## config.mk

```make
export PLATFORM = sky130hd
export DESIGN_NAME = uart_cmd_frame_tx
export DESIGN_NICKNAME = d
export VERILOG_FILES = /design/src/rtl/uart_cmd_frame_tx_pkg.sv /design/src/rtl/uart_baud_tick.sv /design/src/rtl/uart_cmd_frame_tx.sv
export SDC_FILE = /design/constraint.sdc
export NUM_CORES = 1
export LEC_CHECK = 0
export BUFFER_PORTS_ARGS = -buffer_cell sky130_fd_sc_hd__buf_2
export CORE_MARGIN = 1.5
export CORE_UTILIZATION = 25
export DETAILED_ROUTE_END_ITERATION = 6
export SLEW_MARGIN = 20
export SYNTH_ARGS = -nofsm -noshare
export SYNTH_HDL_FRONTEND = slang
export SYNTH_SLANG_ARGS = --single-unit
```

## constraint.sdc

```tcl
create_clock -name clk -period 2 [get_ports clk]
set_input_delay 0.3 -clock clk [delete_from_list [all_inputs] [get_ports clk]]
set_output_delay 0.3 -clock clk [all_outputs]
set_load 0.01 [all_outputs]
```

## src/rtl/uart_cmd_frame_tx_pkg.sv

```systemverilog
// Shared definitions for the badge UART command protocol.
//   - mode / end-character constants and the flag-reset argument
//   - frame lengths in bytes (short and long)
//   - transmit FSM state encoding
package uart_cmd_frame_tx_pkg;

  localparam logic [7:0] MODE_SEND_TX   = 8'h40;  // "@"
  localparam logic [7:0] MODE_FLAGS     = 8'h41;  // "A"
  localparam logic [7:0] MODE_KEY       = 8'h42;  // "B"
  localparam logic [7:0] MODE_PLAINTEXT = 8'h43;  // "C"
  localparam logic [7:0] ARG_FLAG_RESET = 8'h60;  // grave accent character

  localparam int unsigned FRAME_LEN_SHORT = 3;
  localparam int unsigned FRAME_LEN_LONG  = 18;

  typedef enum logic [2:0] {
    ST_IDLE,
    ST_START,
    ST_DATA,
    ST_STOP,
    ST_DONE
  } tx_state_e;

endpackage

```

## src/rtl/uart_baud_tick.sv

```systemverilog
// Baud-rate tick generator shared by the UART TX and RX sides.
// Ports:
//   clk      in  system clock
//   reset    in  synchronous, active-high
//   clear    in  synchronous restart of both counters (bit boundary alignment)
//   tick     out oversample tick, high for one clock every BR_LIMIT clocks
//   bit_end  out high on the tick that completes OVERSAMPLE ticks (end of a bit)
module uart_baud_tick #(
    parameter int unsigned BR_LIMIT   = 672,
    parameter int unsigned BR_BITS    = 10,
    parameter int unsigned OVERSAMPLE = 16
) (
    input  logic clk,
    input  logic reset,
    input  logic clear,
    output logic tick,
    output logic bit_end
);

    localparam int unsigned OS_BITS = (OVERSAMPLE > 1) ? $clog2(OVERSAMPLE) : 1;

    logic [BR_BITS-1:0] br_cnt;
    logic [OS_BITS-1:0] os_cnt;

    assign tick    = (br_cnt == BR_BITS'(BR_LIMIT - 1));
    assign bit_end = tick && (os_cnt == OS_BITS'(OVERSAMPLE - 1));

    always_ff @(posedge clk) begin
        if (reset || clear) begin
            br_cnt <= '0;
            os_cnt <= '0;
        end else if (tick) begin
            br_cnt <= '0;
            os_cnt <= bit_end ? '0 : os_cnt + 1'b1;
        end else begin
            br_cnt <= br_cnt + 1'b1;
        end
    end

endmodule

```

## src/rtl/uart_cmd_frame_tx.sv

```systemverilog
// Initiator of the badge UART command protocol: latches one command and
// sends it as an 8N1 frame {mode, body, mode}, body = 1 arg byte (short)
// or LONG_BYTES payload bytes (long, MSB byte first).
// Ports:
//   clk          in   system clock
//   reset        in   synchronous, active-high; aborts any frame in flight
//   cmd_valid    in   send request, taken only while cmd_ready=1
//   cmd_ready    out  high while idle
//   cmd_mode     in   mode / end byte
//   cmd_short    in   1: 3-byte frame, 0: long frame
//   cmd_arg      in   body byte of a short frame
//   cmd_payload  in   body of a long frame, [top byte] sent first
//   tx           out  registered serial line, idle high
//   busy         out  inverse of cmd_ready
//   frame_done   out  one-cycle pulse once the last stop bit has completed
module uart_cmd_frame_tx
    import uart_cmd_frame_tx_pkg::*;
#(
    parameter int unsigned BR_LIMIT   = 672,
    parameter int unsigned BR_BITS    = 10,
    parameter int unsigned OVERSAMPLE = 16,
    parameter int unsigned LONG_BYTES = 16
) (
    input  logic                    clk,
    input  logic                    reset,
    input  logic                    cmd_valid,
    output logic                    cmd_ready,
    input  logic [7:0]              cmd_mode,
    input  logic                    cmd_short,
    input  logic [7:0]              cmd_arg,
    input  logic [8*LONG_BYTES-1:0] cmd_payload,
    output logic                    tx,
    output logic                    busy,
    output logic                    frame_done
);

    localparam int unsigned FRAME_BITS = 8 * (LONG_BYTES + 2);
    localparam int unsigned IDX_BITS   = $clog2(LONG_BYTES + 2);

    tx_state_e             state, state_nxt;
    logic [FRAME_BITS-1:0] frame_reg;
    logic [IDX_BITS-1:0]   byte_idx;
    logic [2:0]            bit_cnt;
    logic [7:0]            shift_reg;
    logic                  tx_nxt;
    logic                  accept;
    logic                  tick;
    logic                  bit_end;
    logic                  bit_tick;

    // Counters are held at zero while idle so the first bit is aligned to accept.
    uart_baud_tick #(
        .BR_LIMIT  (BR_LIMIT),
        .BR_BITS   (BR_BITS),
        .OVERSAMPLE(OVERSAMPLE)
    ) u_baud (
        .clk    (clk),
        .reset  (reset),
        .clear  (state == ST_IDLE),
        .tick   (tick),
        .bit_end(bit_end)
    );

    assign bit_tick = bit_end & tick;

    always_comb begin
        state_nxt  = state;
        tx_nxt     = 1'b1;
        accept     = 1'b0;
        cmd_ready  = 1'b0;
        frame_done = 1'b0;
        unique case (state)
            ST_IDLE: begin
                cmd_ready = 1'b1;
                if (cmd_valid) begin
                    accept    = 1'b1;
                    state_nxt = ST_START;
                end
            end
            ST_START: begin
                tx_nxt = 1'b0;
                if (bit_tick) state_nxt = ST_DATA;
            end
            ST_DATA: begin
                tx_nxt = shift_reg[0];
                if (bit_tick && bit_cnt == 3'd7) state_nxt = ST_STOP;
            end
            ST_STOP: begin
                if (bit_tick) state_nxt = (byte_idx == '0) ? ST_DONE : ST_START;
            end
            ST_DONE: begin
                frame_done = 1'b1;
                state_nxt  = ST_IDLE;
            end
            default: state_nxt = ST_IDLE;
        endcase
    end

    assign busy = ~cmd_ready;

    // tx is driven from the current state, so the line lags the FSM by one
    // clock; every bit still lasts exactly one bit period.
    always_ff @(posedge clk) begin
        if (reset) begin
            state     <= ST_IDLE;
            tx        <= 1'b1;
            frame_reg <= '0;
            byte_idx  <= '0;
            bit_cnt   <= '0;
            shift_reg <= '0;
        end else begin
            state <= state_nxt;
            tx    <= tx_nxt;
            if (accept) begin
                if (cmd_short) begin
                    frame_reg <= FRAME_BITS'({cmd_mode, cmd_arg, cmd_mode});
                    byte_idx  <= IDX_BITS'(FRAME_LEN_SHORT - 1);
                end else begin
                    frame_reg <= {cmd_mode, cmd_payload, cmd_mode};
                    byte_idx  <= IDX_BITS'(LONG_BYTES + 1);
                end
            end
            if (state == ST_START && bit_tick) begin
                shift_reg <= frame_reg[{byte_idx, 3'b000} +: 8];
                bit_cnt   <= '0;
            end
            if (state == ST_DATA && bit_tick) begin
                shift_reg <= {1'b0, shift_reg[7:1]};
                bit_cnt   <= bit_cnt + 1'b1;
            end
            if (state == ST_STOP && bit_tick && byte_idx != '0) begin
                byte_idx <= byte_idx - 1'b1;
            end
        end
    end

endmodule

```

; ---- After elaboration in Yosys (flattened, before gate mapping)
; Index checks and enable logic that the tools add are counted.
[word_totals]
output_inout_bits = 4
inputBits = 148
word_cells = 62
reg_bits = 178
[classes]
n_eq_ne = 11
mux = 20
addsub = 4
n_shift = 1
n_reduce_logical = 15
n_bitwise = 2
[op_table]
columns = op, n
row1 = 144-bit 2-to-1 mux, 1
row2 = 144-bit by 9-bit variable part select with 8-bit output, 1
row3 = 3-bit 2-to-1 mux, 7
row4 = 5-bit 2-to-1 mux, 3
row5 = 7-bit 2-to-1 mux, 2
row6 = 3-bit case mux with 4 select lines, 1
row7 = 10-bit by 1-bit adder with 10-bit output (second input constant), 1
row8 = 10-bit == test (second input constant), 1
row9 = 2-bit != test (second input constant), 4
row10 = 3-bit by 2-bit == test with 1-bit output (second input constant), 2
row11 = 3-bit == test (second input constant), 2
row12 = 1-bit logical AND, 6
row13 = 5-bit zero test, 1
row14 = 5-bit nonzero test, 1
row15 = 5-bit by 1-bit subtractor with 5-bit output (second input constant), 1
row16 = 4-bit by 1-bit adder with 4-bit output (second input constant), 1
row17 = 4-bit == test (second input constant), 1
row18 = 1-bit 2-to-1 mux, 4
row19 = 4-bit 2-to-1 mux, 1
row20 = 4-bit AND reduction, 1
row21 = 2-bit nonzero test, 2
row22 = 2-bit OR reduction, 2
row23 = 3-bit by 1-bit adder with 3-bit output (second input constant), 1
row24 = 3-bit by 1-bit == test with 1-bit output (second input constant), 1
row25 = 5 further kinds, 5

; ---- Longest topological paths before layout
; Gate-level depths: netlist (run 1).
[logic_depth]
ltp_word = 6
depth_mapped = 8
ltp_nobuf = 7

; ---- Hierarchy
; A second synthesis (run 1) with hierarchy kept.
[unflattened]
cells_unflattened = 993
hier_area_um2 = 8602.0
[modules_own_cells]
columns = mod, area_per_inst_um2, n_inst, cells_each
row1 = uart_cmd_frame_tx, 7975.1, 1, 924
row2 = uart_baud_tick, 626.9, 1, 69

; ---- Worst setup path before layout (run 1)
; Ideal clock, no wire load.
[synth_path]
path_type = flip-flop to flip-flop
startpoint = reg byte_idx[0]
endpoint = reg byte_idx[3]
period_less_slack_ns = 2.172
t_arrival_ns = 2.087
setup_slack_ns = -0.172
stages_incl_launch_ff = 9
path_cell_list = dfxtp_1 clkbuf_1 inv_1 ha_1 or4b_2 nor2b_1 nand3_1 or3_1 a211oi_1
[synth_via]
elab_chain_len = 3
elab_cells_between_ends = 5
cone_classes = 1 x add/sub / 1 x mux / 3 x reduce/logical
[synth_rtl]
columns = item, line_no
row1 = start: declaration, uart_cmd_frame_tx.sv:42  ; logic [IDX_BITS-1:0] byte_idx;
row2 = start signal: assignment, uart_cmd_frame_tx.sv:117  ; byte_idx <= IDX_BITS'(FRAME_LEN_SHORT - 1);
row3 = start signal: assignment, uart_cmd_frame_tx.sv:120  ; byte_idx <= IDX_BITS'(LONG_BYTES + 1);
row4 = start signal: assignment, uart_cmd_frame_tx.sv:132  ; byte_idx <= byte_idx - 1'b1;
row5 = "parallel branches: the longest is 3 deep, another holds 5-bit by 1-bit subtractor with 5-bit output", -
; Parallel ways; which one is timed is not known.
; A chain may end at the register's enable or synchronous reset.

; ---- Worst setup path in the final report (run 1)
[layout_path]
startpoint = reg u_baud.br_cnt[6]
endpoint = reg shift_reg[2]
[layout_via]
elab_chain_len = 5
elab_cells_between_ends = 7
cone_classes = 1 x eq/ne / 1 x mux / 1 x bitwise / 4 x reduce/logical
[layout_rtl]
columns = item, line_no
row1 = start: declaration, uart_baud_tick.sv:22  ; logic [BR_BITS-1:0] br_cnt;
row2 = start signal: assignment, uart_baud_tick.sv:36  ; br_cnt <= br_cnt + 1'b1;
row3 = 10-bit == test *, uart_baud_tick.sv:25  ; assign tick = (br_cnt == BR_BITS'(BR_LIMIT - 1));
row4 = 1-bit logical AND, uart_baud_tick.sv:26  ; assign bit_end = tick && (os_cnt == OS_BITS'(OVERSAMPLE - 1));
row5 = 1-bit bitwise AND *, uart_cmd_frame_tx.sv:64  ; assign bit_tick = bit_end & tick;
row6 = 1-bit logical AND (on tied branches), "uart_cmd_frame_tx.sv:127, uart_cmd_frame_tx.sv:123"
row7 = 7-bit 2-to-1 mux or 2-bit nonzero test (tied branches), -
row8 = end signal: assignment, uart_cmd_frame_tx.sv:124  ; shift_reg <= frame_reg[{byte_idx, 3'b000} +: 8];
row9 = end signal: assignment, uart_cmd_frame_tx.sv:128  ; shift_reg <= {1'b0, shift_reg[7:1]};
row10 = end: declaration, uart_cmd_frame_tx.sv:44  ; logic [7:0] shift_reg;
; Mark *: on every way between the ends. The rest lies on a longest branch, timed or not.

==> qor.tcl, run 1 <==
set qor(hp-class) {in -> reg}
set qor(crit_path_top_delay_cell) {sky130_fd_sc_hd__or4b_4}
set qor(critical_path_class) {reg -> reg}
set qor(final_min_period_over_clock_period) 0.940
set qor(setup_tns_ns) 0
set qor(first_pass_grt_wire_length_um) 39100
set qor(multiInputGateArea_um2) 4570
set qor(ff2ff_setup_slack_ns) 0.12
set qor(worstSkewPairLatency_ns) 0.44
set qor(antenna_violating_nets_post_route) 0
set qor(post_route_cells_drive_above_1_share) 0.235
set qor(synth_simple_gate_area_frac) 0.271
set qor(ys_async_sr_fraction) 0
set qor(io_pins) 152
set qor(antenna-diode-count) 0
set qor(detailedRoute.firstIterationViolations) 448
set qor(die_h_um) 187
set qor(start_kind) {register}
set qor(antenna_found_initial) 0
set qor(post_synth_num_cell_types) 43
set qor(crit_top_cell) {sky130_fd_sc_hd__buf_6}
set qor(data_required_time_of_the_worst_path_ns) 2.35
set qor(max-cap-violations) 0
set qor(muxShareOfSynthArea) 0.0860
set qor(synth_cells) 1013
set qor(max_freq_mhz) 532
set qor(cp_cell_sequence) {or4b_4, nor4_4, buf_6, buf_4, and2_4, buf_6, a211oi_1, a31oi_1}
set qor(synth_seq_area_share) 0.421
set qor(die-width_um) 187
set qor(core_area_um2) 33400
set qor(synth_compound_area_frac) 0.155
set qor(fillerInstances) 3554
set qor(vias) 7569
set qor(first_global_vias) 7050
set qor(number_of_cts_inserted_buffers) 17
set qor(synth.top_cell.area_share) 0.421
set qor(cts_htree_levels) 4
set qor(hold_buf_count_cts) 0
set qor(fin_cells) 1601
set qor(finalSetupViolCount) 0
set qor(clock_pin_slew_worst_setup_and_hold_paths_ns) 0.07
set qor(cp_slowest_stage_delay_ns) 0.56
set qor(worst_ep_arrival_time_ns) 2.23
set qor(avgViaCountPerCell) 4.73
set qor(path_max_fanout) 8
set qor(timing.critical_path.max_delay_family) {simple AND/OR/NAND/NOR gates}
set qor(power_per_cell_area_nw_per_um2) 768
set qor(synth_xor_area_frac) 0.0114
set qor(combinational_family_with_the_most_area_after_synthesis) {simple AND/OR/NAND/NOR gates}
set qor(synth.cell_area_um2) 8470
set qor(dp_hpwl_um) 18300
set qor(routabilityCongestion) 0.861
set qor(grt_util_all_layers) 0.142
set qor(worstPathBufferInverterCount) 3
set qor(synth.ff_latch_count) 178
set qor(std_cell_rows) 67
set qor(clk_path_buf_depth) 2
set qor(yosys_warnings) 0
set qor(largest_register_ffs) 144
set qor(netlist_top_cells_count) {sky130_fd_sc_hd__dfxtp_1 (178), sky130_fd_sc_hd__nand2_1 (162), sky130_fd_sc_hd__a21oi_1 (134)}
set qor(final-seq-area_um2) 3570
set qor(avgSynthCellArea_um2) 8.36
set qor(buffer_ports.inserted) 151
set qor(die_area_um2) 35000
set qor(synth_flop_cell) {sky130_fd_sc_hd__dfxtp_1}
set qor(first_pass_iters) 5
set qor(leakagePower_nw) 3.76
set qor(yosysTopAreaCell) {sky130_fd_sc_hd__dfxtp_1}
set qor(leading_cell_types_by_total_area_after_synthesis) {sky130_fd_sc_hd__dfxtp_1 (42%), sky130_fd_sc_hd__nand3b_1 (11%), sky130_fd_sc_hd__a21oi_1 (7.9%)}
set qor(worst_slew_pin_slew_ns) 0.558
set qor(final_hold_viol_count) 0
set qor(gr-total-overflow) 0
set qor(floorplan.initialDensity) 0.253
set qor(peakVddDrop_v) 0.000632
set qor(grt_start_max_net_pins) 99
set qor(max-slew-margin-rel) 0.627
set qor(cts_sinks) 178
set qor(finish.net_count) 1293
set qor(clockRootBuffer) {sky130_fd_sc_hd__clkbuf_16}
set qor(fin_worst_skew_ns) 0.0121
set qor(dpl.cell_count) 1564
set qor(synth_nets) 1166
set qor(post-synth-top-count-cell) {sky130_fd_sc_hd__dfxtp_1}
set qor(drt_drc_violations_left) 0
set qor(yosys.area_share.adder) 0.00739
set qor(critical_path.endpoint_type) {register}
set qor(fin_crit_ns) 1.88
set qor(synth_edf_count) 0
set qor(area_growth_syn_to_layout_pct) 24.7
set qor(outcome) {finished clean}
set qor(cts_tree) {done}
set qor(maxSlewViolCount) 0
set qor(drt-wirelength-per-cell_um) 15.8
set qor(routed_wirelength_um) 25300
## repair_timing
action,4_1_cts,5_1_grt
gates resized for setup,6,15
gates cloned,0,1
pin swaps,9,3
buffers inserted,3,1
endpoints found under the setup margin,7,16
## through the flow
stage | cell area, um^2 | hold slack [ns] | util | setup slack, ns | power, mW
detailed placement | 9880 | 0.441 | 0.295 | -0.204 | 4.86
floorplan | 8480 | 0.427 | - | 0.0784 | 4.42
CTS | 10500 | 0.112 | 0.314 | 0.000492 | 8.18
finish | 10600 | 0.127 | 0.316 | 0.120 | 8.11
global placement | 9880 | 0.438 | 0.295 | -0.184 | 4.85
global route | 10600 | 0.121 | 0.316 | -0.00283 | 8.43
## where the power goes
| part | total, mW | internal [mW] | switching (mW) |
|---|---|---|---|
| logic | 1.01 | 0.450 | 0.561 |
| registers | 3.77 | 3.68 | 0.0854 |
| clock network | 3.33 | 1.73 | 1.60 |
| total | 8.11 | 5.86 | 2.25 |
## final timing paths
check / startpoint / endpoint / depth (start not counted)
worst min register to register: frame_reg[44] / frame_reg[44] / 2
worst min-delay path: cmd_payload[98] / frame_reg[106] / 3
worst max-delay path: u_baud.br_cnt[6] / shift_reg[2] / 8
worst max register to register: u_baud.br_cnt[6] / shift_reg[2] / 8
## tightest hold or removal path: cells and delay by family
family / cells / cell delay, ns
buffers and inverters: 1 / 0.09
AND/OR/NAND/NOR: 1 / 0.06
AO/OA/AOI/OAI: 1 / 0.06
## logic make-up after synthesis
group / Yosys count
AOI/OAI and AO/OA: 222
xor gates and xnor gates: 11
adders and majority gates: 5
buffers and inverters: 101
DFF: 178
muxes: 67
and+or+nand+nor: 429
## cell type report
cell class / instances / area share
clock buffer: 19 / 0.0429
tap: 448 / 0.0531
inverter: 10 / 0.00355
timing repair buffer: 199 / 0.117
sequential: 178 / 0.338
clock inverter: 13 / 0.0128
multi-input combinational: 734 / 0.433
## placed cells by master (no fill, tap or decap), types with 4 or more instances in the layout
master / instances
sky130_fd_sc_hd__inv_1: 10
sky130_fd_sc_hd__a2111oi_0: 4
sky130_fd_sc_hd__inv_6: 4
sky130_fd_sc_hd__buf_2: 150
sky130_fd_sc_hd__mux2i_1: 48
sky130_fd_sc_hd__inv_8: 4
sky130_fd_sc_hd__a21oi_1: 134
sky130_fd_sc_hd__o22ai_1: 7
sky130_fd_sc_hd__nand3_1: 17
sky130_fd_sc_hd__buf_12: 9
sky130_fd_sc_hd__a2111oi_1: 4
sky130_fd_sc_hd__xor2_1: 6
sky130_fd_sc_hd__clkbuf_16: 17
sky130_fd_sc_hd__nand2_1: 161
sky130_fd_sc_hd__nor2_1: 55
sky130_fd_sc_hd__mux2_2: 15
sky130_fd_sc_hd__buf_4: 38
sky130_fd_sc_hd__a22oi_1: 13
sky130_fd_sc_hd__nor2b_1: 22
sky130_fd_sc_hd__a31oi_1: 10
sky130_fd_sc_hd__a211oi_1: 39
sky130_fd_sc_hd__ha_1: 5
sky130_fd_sc_hd__nand2b_1: 11
sky130_fd_sc_hd__nand4_1: 4
sky130_fd_sc_hd__xnor2_1: 5
sky130_fd_sc_hd__nand3b_1: 121
sky130_fd_sc_hd__nor3_1: 11
sky130_fd_sc_hd__dfxtp_1: 175
## per-layer routing
metal	up-vias	routed length, um	GRT usage
met4	0	435	0.0459
met1	3551	11800	0.191
li1	3825	-	-
met5	-	0	0
met3	24	941	0.0208
met2	169	12100	0.234
No activity file was read; power rests on OpenSTA's default activity.
==> inputs of run 2 (changes only) <==
- CAP_MARGIN: unset -> 20
- CORE_ASPECT_RATIO: unset -> 0.5
- clock period: 2 -> 2.3 ns (I/O delays scaled with it)
==> run 2 against run 1 <==
Net effect:
- maximum frequency decreased by 8.5%
- clock power fell by 21%
- total power decreased by 17%
- clock skew is essentially flat
- non-clock buffer count decreased by 29
- setup slack improved by 0.13 ns
- critical path type unchanged
==> qor.tcl, run 2 (synthesis results as in run 1) <==
set qor(outcome) {finished clean} ;# unchanged
set qor(drt-wirelength-per-cell_um) 15.4 ;# was 15.8 um
set qor(clk_path_buf_depth) 2 ;# unchanged
set qor(worstSkewPairLatency_ns) 0.43 ;# was 0.44 ns
set qor(post_route_cells_drive_above_1_share) 0.203 ;# was 0.235
set qor(area_growth_syn_to_layout_pct) 20.5 ;# was 24.7%
set qor(die-width_um) 263 ;# was 187 um
set qor(ff2ff_path_depth) 7 ;# was 8
set qor(max-cap-violations) 0 ;# unchanged
set qor(worst_slew_pin_slew_ns) 0.642 ;# was 0.558 ns
set qor(data_required_time_of_the_worst_path_ns) 2.65 ;# was 2.35 ns
set qor(routabilityCongestion) 0.850 ;# was 0.861
set qor(core_area_um2) 33200 ;# was 33400 um^2
set qor(clock_pin_slew_worst_setup_and_hold_paths_ns) 0.07 ;# about the same
set qor(peakVddDrop_v) 0.000378 ;# was 0.000632 V
set qor(max_freq_mhz) 487 ;# was 532 MHz
set qor(die_h_um) 133 ;# was 187 um
set qor(critical_path_class) {reg -> reg} ;# unchanged
set qor(power.sequential.fraction) 0.485 ;# was 0.464
set qor(start_kind) {register} ;# unchanged
set qor(max-slew-margin-rel) 0.561 ;# was 0.627
set qor(setup_tns_ns) 0 ;# unchanged
set qor(cts_setup_buffers) 0 ;# was 3
set qor(path_max_fanout) 14 ;# was 8
set qor(p_sw_mw) 1.79 ;# was 2.25 mW
set qor(r2r_start) {u_baud.br_cnt[0]} ;# was u_baud.br_cnt[6]
set qor(first_pass_grt_wire_length_um) 38000 ;# was 39100 um
set qor(final_min_period_over_clock_period) 0.893 ;# was 0.940
set qor(ff2ff_setup_slack_ns) 0.25 ;# was 0.12 ns
set qor(largest_register_ffs) 144 ;# unchanged
set qor(commonest_non_fill_non_tap_cell_in_the_layout) {sky130_fd_sc_hd__dfxtp_1} ;# unchanged
set qor(maxSlewViolCount) 0 ;# unchanged
set qor(hp-class) {in -> reg} ;# unchanged
set qor(fin_crit_ns) 2.05 ;# was 1.88 ns
set qor(grt_start_max_net_pins) 82 ;# was 99
set qor(leading_cell_types_in_the_layout_fill_and_taps_excluded) {sky130_fd_sc_hd__dfxtp_1 (176), sky130_fd_sc_hd__nand2_1 (161), sky130_fd_sc_hd__buf_2 (149)} ;# was sky130_fd_sc_hd__dfxtp_1 (175), sky130_fd_sc_hd__nand2_1 (161), sky130_fd_sc_hd__buf_2 (150)
set qor(avgViaCountPerCell) 4.71 ;# was 4.73
set qor(power_per_cell_area_nw_per_um2) 660 ;# was 768 nW/um^2
set qor(design_power_total_mw) 6.74 ;# was 8.11 mW
set qor(reg2reg_to) {byte_idx[3]} ;# was shift_reg[2]
set qor(swShare) 0.266 ;# was 0.277
set qor(final_hold_viol_count) 0 ;# unchanged
set qor(critPathLaunch) {u_baud.br_cnt[0]} ;# was u_baud.br_cnt[6]
set qor(buffer_ports.inserted) 151 ;# unchanged
set qor(floorplan.initialDensity) 0.255 ;# was 0.253
set qor(number_of_cts_inserted_buffers) 17 ;# unchanged
set qor(die_area_um2) 35100 ;# was 35000 um^2
set qor(routed_wirelength_um) 24100 ;# was 25300 um
set qor(gr-total-overflow) 0 ;# unchanged
set qor(fin_worst_skew_ns) 0.0118 ;# was 0.0121 ns
set qor(cts_tree) {done} ;# unchanged
set qor(io_pins) 152 ;# unchanged
set qor(vias) 7383 ;# was 7569
set qor(cts_htree_levels) 4 ;# unchanged
set qor(first_global_vias) 7041 ;# was 7050
set qor(finish.net_count) 1264 ;# was 1293
set qor(drt_drc_violations_left) 0 ;# unchanged
set qor(antenna_found_initial) 7 ;# was 0
set qor(internal-power_mw) 4.94 ;# was 5.86 mW
set qor(first_pass_iters) 5 ;# unchanged
set qor(layout.core_utilization) 0.307 ;# was 0.316
set qor(grt_util_all_layers) 0.137 ;# was 0.142
set qor(unrepaired_setup_endpoints_after_global_routing) {false}
set qor(clkPwrFrac) 0.392 ;# was 0.411
set qor(antenna_violating_nets_post_route) 0 ;# unchanged
set qor(cts_sinks) 178 ;# unchanged
set qor(fillerInstances) 3511 ;# was 3554
set qor(critical_path.endpoint_type) {register} ;# unchanged
set qor(dp_hpwl_um) 17100 ;# was 18300 um
set qor(power.combinational.fraction) 0.123 ;# was 0.125
set qor(detailedRoute.firstIterationViolations) 469 ;# was 448
set qor(worst_setup_path_endpoint) {byte_idx[3]} ;# was shift_reg[2]
set qor(std_cell_rows) 47 ;# was 67
set qor(leakagePower_nw) 3.54 ;# was 3.76 nW
set qor(clockRootBuffer) {sky130_fd_sc_hd__clkbuf_16} ;# unchanged
set qor(finalSetupViolCount) 0 ;# unchanged
set qor(worst_ep_arrival_time_ns) 2.40 ;# was 2.23 ns
[run 2: changes by cell type in the layout (fill, tap and decap cells not counted), sizes merged]
cell      previous run  this run
buf                199       170
clkbuf              19        20
clkinv               5         1
clkinvlp             0         8
diode                0         5
inv                 18        12
[run 2: layout make-up]
class	count	area, um^2	area share
diodes	5	12.5	0.00123
clock buffers	20	437	0.0428
clock inverters	11	82.6	0.00810
inverters	10	37.5	0.00368
multi-input cells	734	4510	0.442
flip-flops and latches	178	3570	0.350
well taps	441	552	0.0541
repair buffers	170	1000	0.0984
[run 2: worst min path at each step]
stage	start	end	cells after the start
finish	cmd_payload[38]	frame_reg[46]	3
global route	cmd_payload[55]	frame_reg[63]	3
CTS	cmd_payload[38]	frame_reg[46]	3
detailed placement	frame_reg[43]	frame_reg[43]	2
global placement	frame_reg[50]	frame_reg[50]	2
floorplan	frame_reg[78]	frame_reg[78]	2
[run 2: through the flow]
stage	instance area, um^2	std cells	hold slack (ns)	worst slack (ns)
4_1_cts	10200	1564	0.161	0.168
3_3_place_gp	9670	1533	0.437	0.234
6_report	10200	1569	0.174	0.247
2_1_floorplan	8470	1013	0.427	0.128
3_5_place_dp	9670	1533	0.442	0.197
5_1_grt	10200	1568	0.171	0.0668
[run 2: critical path, stage by stage, from the launching register on]
cell and delay, ns:
sky130_fd_sc_hd__dfxtp_1 0.37, sky130_fd_sc_hd__ha_1 0.24, sky130_fd_sc_hd__nand4_1 0.21, sky130_fd_sc_hd__nor4_4 0.25
sky130_fd_sc_hd__buf_4 0.23, sky130_fd_sc_hd__nand3_1 0.13, sky130_fd_sc_hd__or3_1 0.32, sky130_fd_sc_hd__a211oi_1 0.21
[run 2: layer usage]
metal / vias to the layer above / track usage / wire (um)
met3: 35 / 0.0242 / 719
met4: 4 / 0.0533 / 550
met5: - / 0 / 26
met1: 3455 / 0.173 / 11100
met2: 122 / 0.234 / 11800
li1: 3767 / - / -
[run 2: power groups by stage]
stage          registers (mW)  logic, mW  clock network [mW]
2_1_floorplan            3.31      0.526                   0
3_3_place_gp             3.33      0.834                   0
3_5_place_dp             3.34      0.837                   0
4_1_cts                  3.27      0.839                2.69
5_1_grt                  3.28      0.916                2.83
6_report                 3.27      0.829                2.64
[run 2: timing repair]
action	CTS	global route
hold buffers	0	0
endpoints found under the setup margin	0	2
gates resized for setup	0	1
==> inputs of run 3 (changes only) <==
- clock period: 2.3 -> 1.7 ns (I/O delays scaled with it)
==> run 3 against run 2 <==
Net effect:
- the run now ends with setup timing left
- sequential share of layout area is 3.4 points lower
- global-route usage is 0.45 points higher
- critical path depth stayed put
- via count is 6.0% higher
- critical path type unchanged
- largest power group unchanged
==> qor.tcl, run 3 (synthesis results as in run 1) <==
set qor(final_min_period_over_clock_period) 1.16 ;# was 0.893
set qor(power.combinational.fraction) 0.140 ;# was 0.123
set qor(floorplan.initialDensity) 0.255 ;# unchanged
set qor(grt_start_max_net_pins) 46 ;# was 82
set qor(swShare) 0.263 ;# was 0.266
set qor(max-slew-margin-rel) 0.632 ;# was 0.561
set qor(fin_crit_ns) 1.97 ;# was 2.05 ns
set qor(antenna_found_initial) 7 ;# unchanged
set qor(start_kind) {register} ;# unchanged
set qor(finish.net_count) 1357 ;# was 1264
set qor(unrepaired_setup_endpoints_after_global_routing) {true} ;# was false
set qor(hold_slack_ns) 0.0790 ;# was 0.174 ns
set qor(worst_ep_arrival_time_ns) 2.34 ;# was 2.40 ns
set qor(cts_htree_levels) 4 ;# unchanged
set qor(hp-class) {in -> reg} ;# unchanged
set qor(path_max_fanout) 5 ;# was 14
set qor(area_growth_syn_to_layout_pct) 33.7 ;# was 20.5%
set qor(worstSkewPairLatency_ns) 0.44 ;# was 0.43 ns
set qor(avgViaCountPerCell) 4.71 ;# about the same
set qor(design_power_total_mw) 9.81 ;# was 6.74 mW
set qor(r2r_start) {u_baud.br_cnt[8]} ;# was u_baud.br_cnt[0]
set qor(maxSlewViolCount) 0 ;# unchanged
set qor(finalSetupViolCount) 32 ;# was 0
set qor(critical_path.endpoint_type) {register} ;# unchanged
set qor(critPathLaunch) {u_baud.br_cnt[8]} ;# was u_baud.br_cnt[0]
set qor(leakagePower_nw) 4.20 ;# was 3.54 nW
set qor(first_pass_iters) 4 ;# was 5
set qor(leading_cell_types_in_the_layout_fill_and_taps_excluded) {sky130_fd_sc_hd__dfxtp_1 (171), sky130_fd_sc_hd__nand2_1 (159), sky130_fd_sc_hd__buf_2 (149)} ;# was sky130_fd_sc_hd__dfxtp_1 (176), sky130_fd_sc_hd__nand2_1 (161), sky130_fd_sc_hd__buf_2 (149)
set qor(routabilityCongestion) 0.845 ;# was 0.850
set qor(buffer_ports.inserted) 151 ;# unchanged
set qor(p_sw_mw) 2.58 ;# was 1.79 mW
set qor(crit_path_top_delay_cell) {sky130_fd_sc_hd__or4b_4} ;# was sky130_fd_sc_hd__dfxtp_1
set qor(data_required_time_of_the_worst_path_ns) 2.07 ;# was 2.65 ns
set qor(routed_wirelength_um) 26300 ;# was 24100 um
set qor(peakVddDrop_v) 0.000532 ;# was 0.000378 V
set qor(commonest_non_fill_non_tap_cell_in_the_layout) {sky130_fd_sc_hd__dfxtp_1} ;# unchanged
set qor(grt_util_all_layers) 0.142 ;# was 0.137
set qor(max_freq_mhz) 508 ;# was 487 MHz
set qor(clockRootBuffer) {sky130_fd_sc_hd__clkbuf_16} ;# unchanged
set qor(layout_setup_ws_ns) -0.267 ;# was 0.247 ns
set qor(worst_hold_startpoint) {cmd_payload[98]} ;# was cmd_payload[38]
set qor(first_global_vias) 7422 ;# was 7041
set qor(critical_path_class) {reg -> reg} ;# unchanged
set qor(cts_sinks) 178 ;# unchanged
set qor(io_pins) 152 ;# unchanged
set qor(fillerInstances) 3427 ;# was 3511
set qor(clkPwrFrac) 0.409 ;# was 0.392
set qor(antenna_violating_nets_post_route) 0 ;# unchanged
set qor(final-seq-area_um2) 3570 ;# about the same
set qor(multiInputGateArea_um2) 4700 ;# was 4510 um^2
set qor(worst_slew_pin_slew_ns) 0.551 ;# was 0.642 ns
set qor(die_h_um) 133 ;# unchanged
set qor(dp_hpwl_um) 18300 ;# was 17100 um
set qor(outcome) {complete, but fails checks} ;# was finished clean
set qor(internal-power_mw) 7.23 ;# was 4.94 mW
set qor(number_of_cts_inserted_buffers) 17 ;# unchanged
set qor(first_pass_grt_wire_length_um) 39200 ;# was 38000 um
set qor(drt-wirelength-per-cell_um) 15.8 ;# was 15.4 um
set qor(power_per_cell_area_nw_per_um2) 866 ;# was 660 nW/um^2
set qor(final_hold_viol_count) 0 ;# unchanged
set qor(vias) 7827 ;# was 7383
set qor(cp_slowest_stage_delay_ns) 0.55 ;# was 0.37 ns
set qor(cts_tree) {done} ;# unchanged
set qor(std_cell_rows) 47 ;# unchanged
set qor(power.sequential.fraction) 0.451 ;# was 0.485
set qor(die-width_um) 263 ;# unchanged
set qor(cp_cell_sequence) {or4b_4, nor4_4, buf_4, buf_6, nand2_4, and3_4, and4bb_1} ;# was ha_1, nand4_1, nor4_4, buf_4, nand3_1, or3_1, a211oi_1
set qor(clock_pin_slew_worst_setup_and_hold_paths_ns) 0.07 ;# about the same
set qor(largest_register_ffs) 144 ;# unchanged
set qor(max-cap-violations) 0 ;# unchanged
set qor(detailedRoute.firstIterationViolations) 534 ;# was 469
set qor(gr-total-overflow) 0 ;# unchanged
set qor(fin_worst_skew_ns) 0.0149 ;# was 0.0118 ns
set qor(core_area_um2) 33200 ;# unchanged
set qor(post_route_cells_drive_above_1_share) 0.290 ;# was 0.203
set qor(clk_path_buf_depth) 2 ;# unchanged
set qor(failing_checks) {setup timing}
set qor(drt_drc_violations_left) 0 ;# unchanged
set qor(die_area_um2) 35100 ;# unchanged
run 3: layout make-up:
class	instances	share of cell area
Tap cell	441	0.0487
Antenna cell	5	0.00110
Clock inverter	12	0.0129
Sequential cell	178	0.315
Inverter	10	0.00376
Timing Repair Buffer	261	0.164
Clock buffer	20	0.0394
Multi-Input combinational cell	736	0.415
run 3: timing repair:
item,4_1_cts,5_1_grt
gates resized for setup,21,21
pin swaps,9,18
hold buffers,0,0
setup endpoints to repair,33,102
setup buffers,3,13
cloned,1,7
run 3: power by group through the flow:
| stage | Sequential [mW] | Combinational, mW | Clock, mW |
|---|---|---|---|
| after global routing | 4.44 | 1.50 | 4.22 |
| after CTS | 4.42 | 1.28 | 4.07 |
| after floorplan | 4.48 | 0.731 | 0 |
| final | 4.42 | 1.37 | 4.02 |
| after global placement | 4.51 | 1.26 | 0 |
| after detailed placement | 4.51 | 1.26 | 0 |
run 3: per-layer routing:
layer	wire length (um)	global-route usage	vias to the layer above	part of all wire
met3	1080	0.0272	37	0.041
met2	12700	0.240	124	0.48
met4	629	0.0581	4	0.024
li1	-	-	3968	-
met5	30	0	-	0.0011
met1	11800	0.178	3694	0.45
run 3: per-stage QoR:
| stage | util | setup slack, ns | instances | setup TNS (ns) | cell area [um^2] |
|---|---|---|---|---|---|
| 2_1_floorplan | - | -0.108 | 1013 | -0.682 | 8550 |
| 3_3_place_gp | 0.310 | -0.301 | 1603 | -4.72 | 10300 |
| 3_5_place_dp | 0.310 | -0.336 | 1603 | -5.39 | 10300 |
| 4_1_cts | 0.331 | -0.277 | 1639 | -5.31 | 11000 |
| 5_1_grt | 0.341 | -0.346 | 1662 | -8.25 | 11300 |
| 6_report | 0.341 | -0.267 | 1663 | -5.00 | 11300 |
run 3: worst max-delay path, delay by kind of cell, from the launching register on:
| kind | cells | cell delay [ns] |
|---|---|---|
| simple gates | 5 | 1.25 |
| flops | 1 | 0.32 |
| buf+inv | 2 | 0.32 |
run 3: final timing paths:
path	end	slack, ns	depth (start not counted)
worst min-delay path	frame_reg[106]	0.08	3
worst max-delay path	byte_idx[1]	-0.27	7
worst min register to register	frame_reg[50]	0.45	2
worst max register to register	byte_idx[1]	-0.27	7
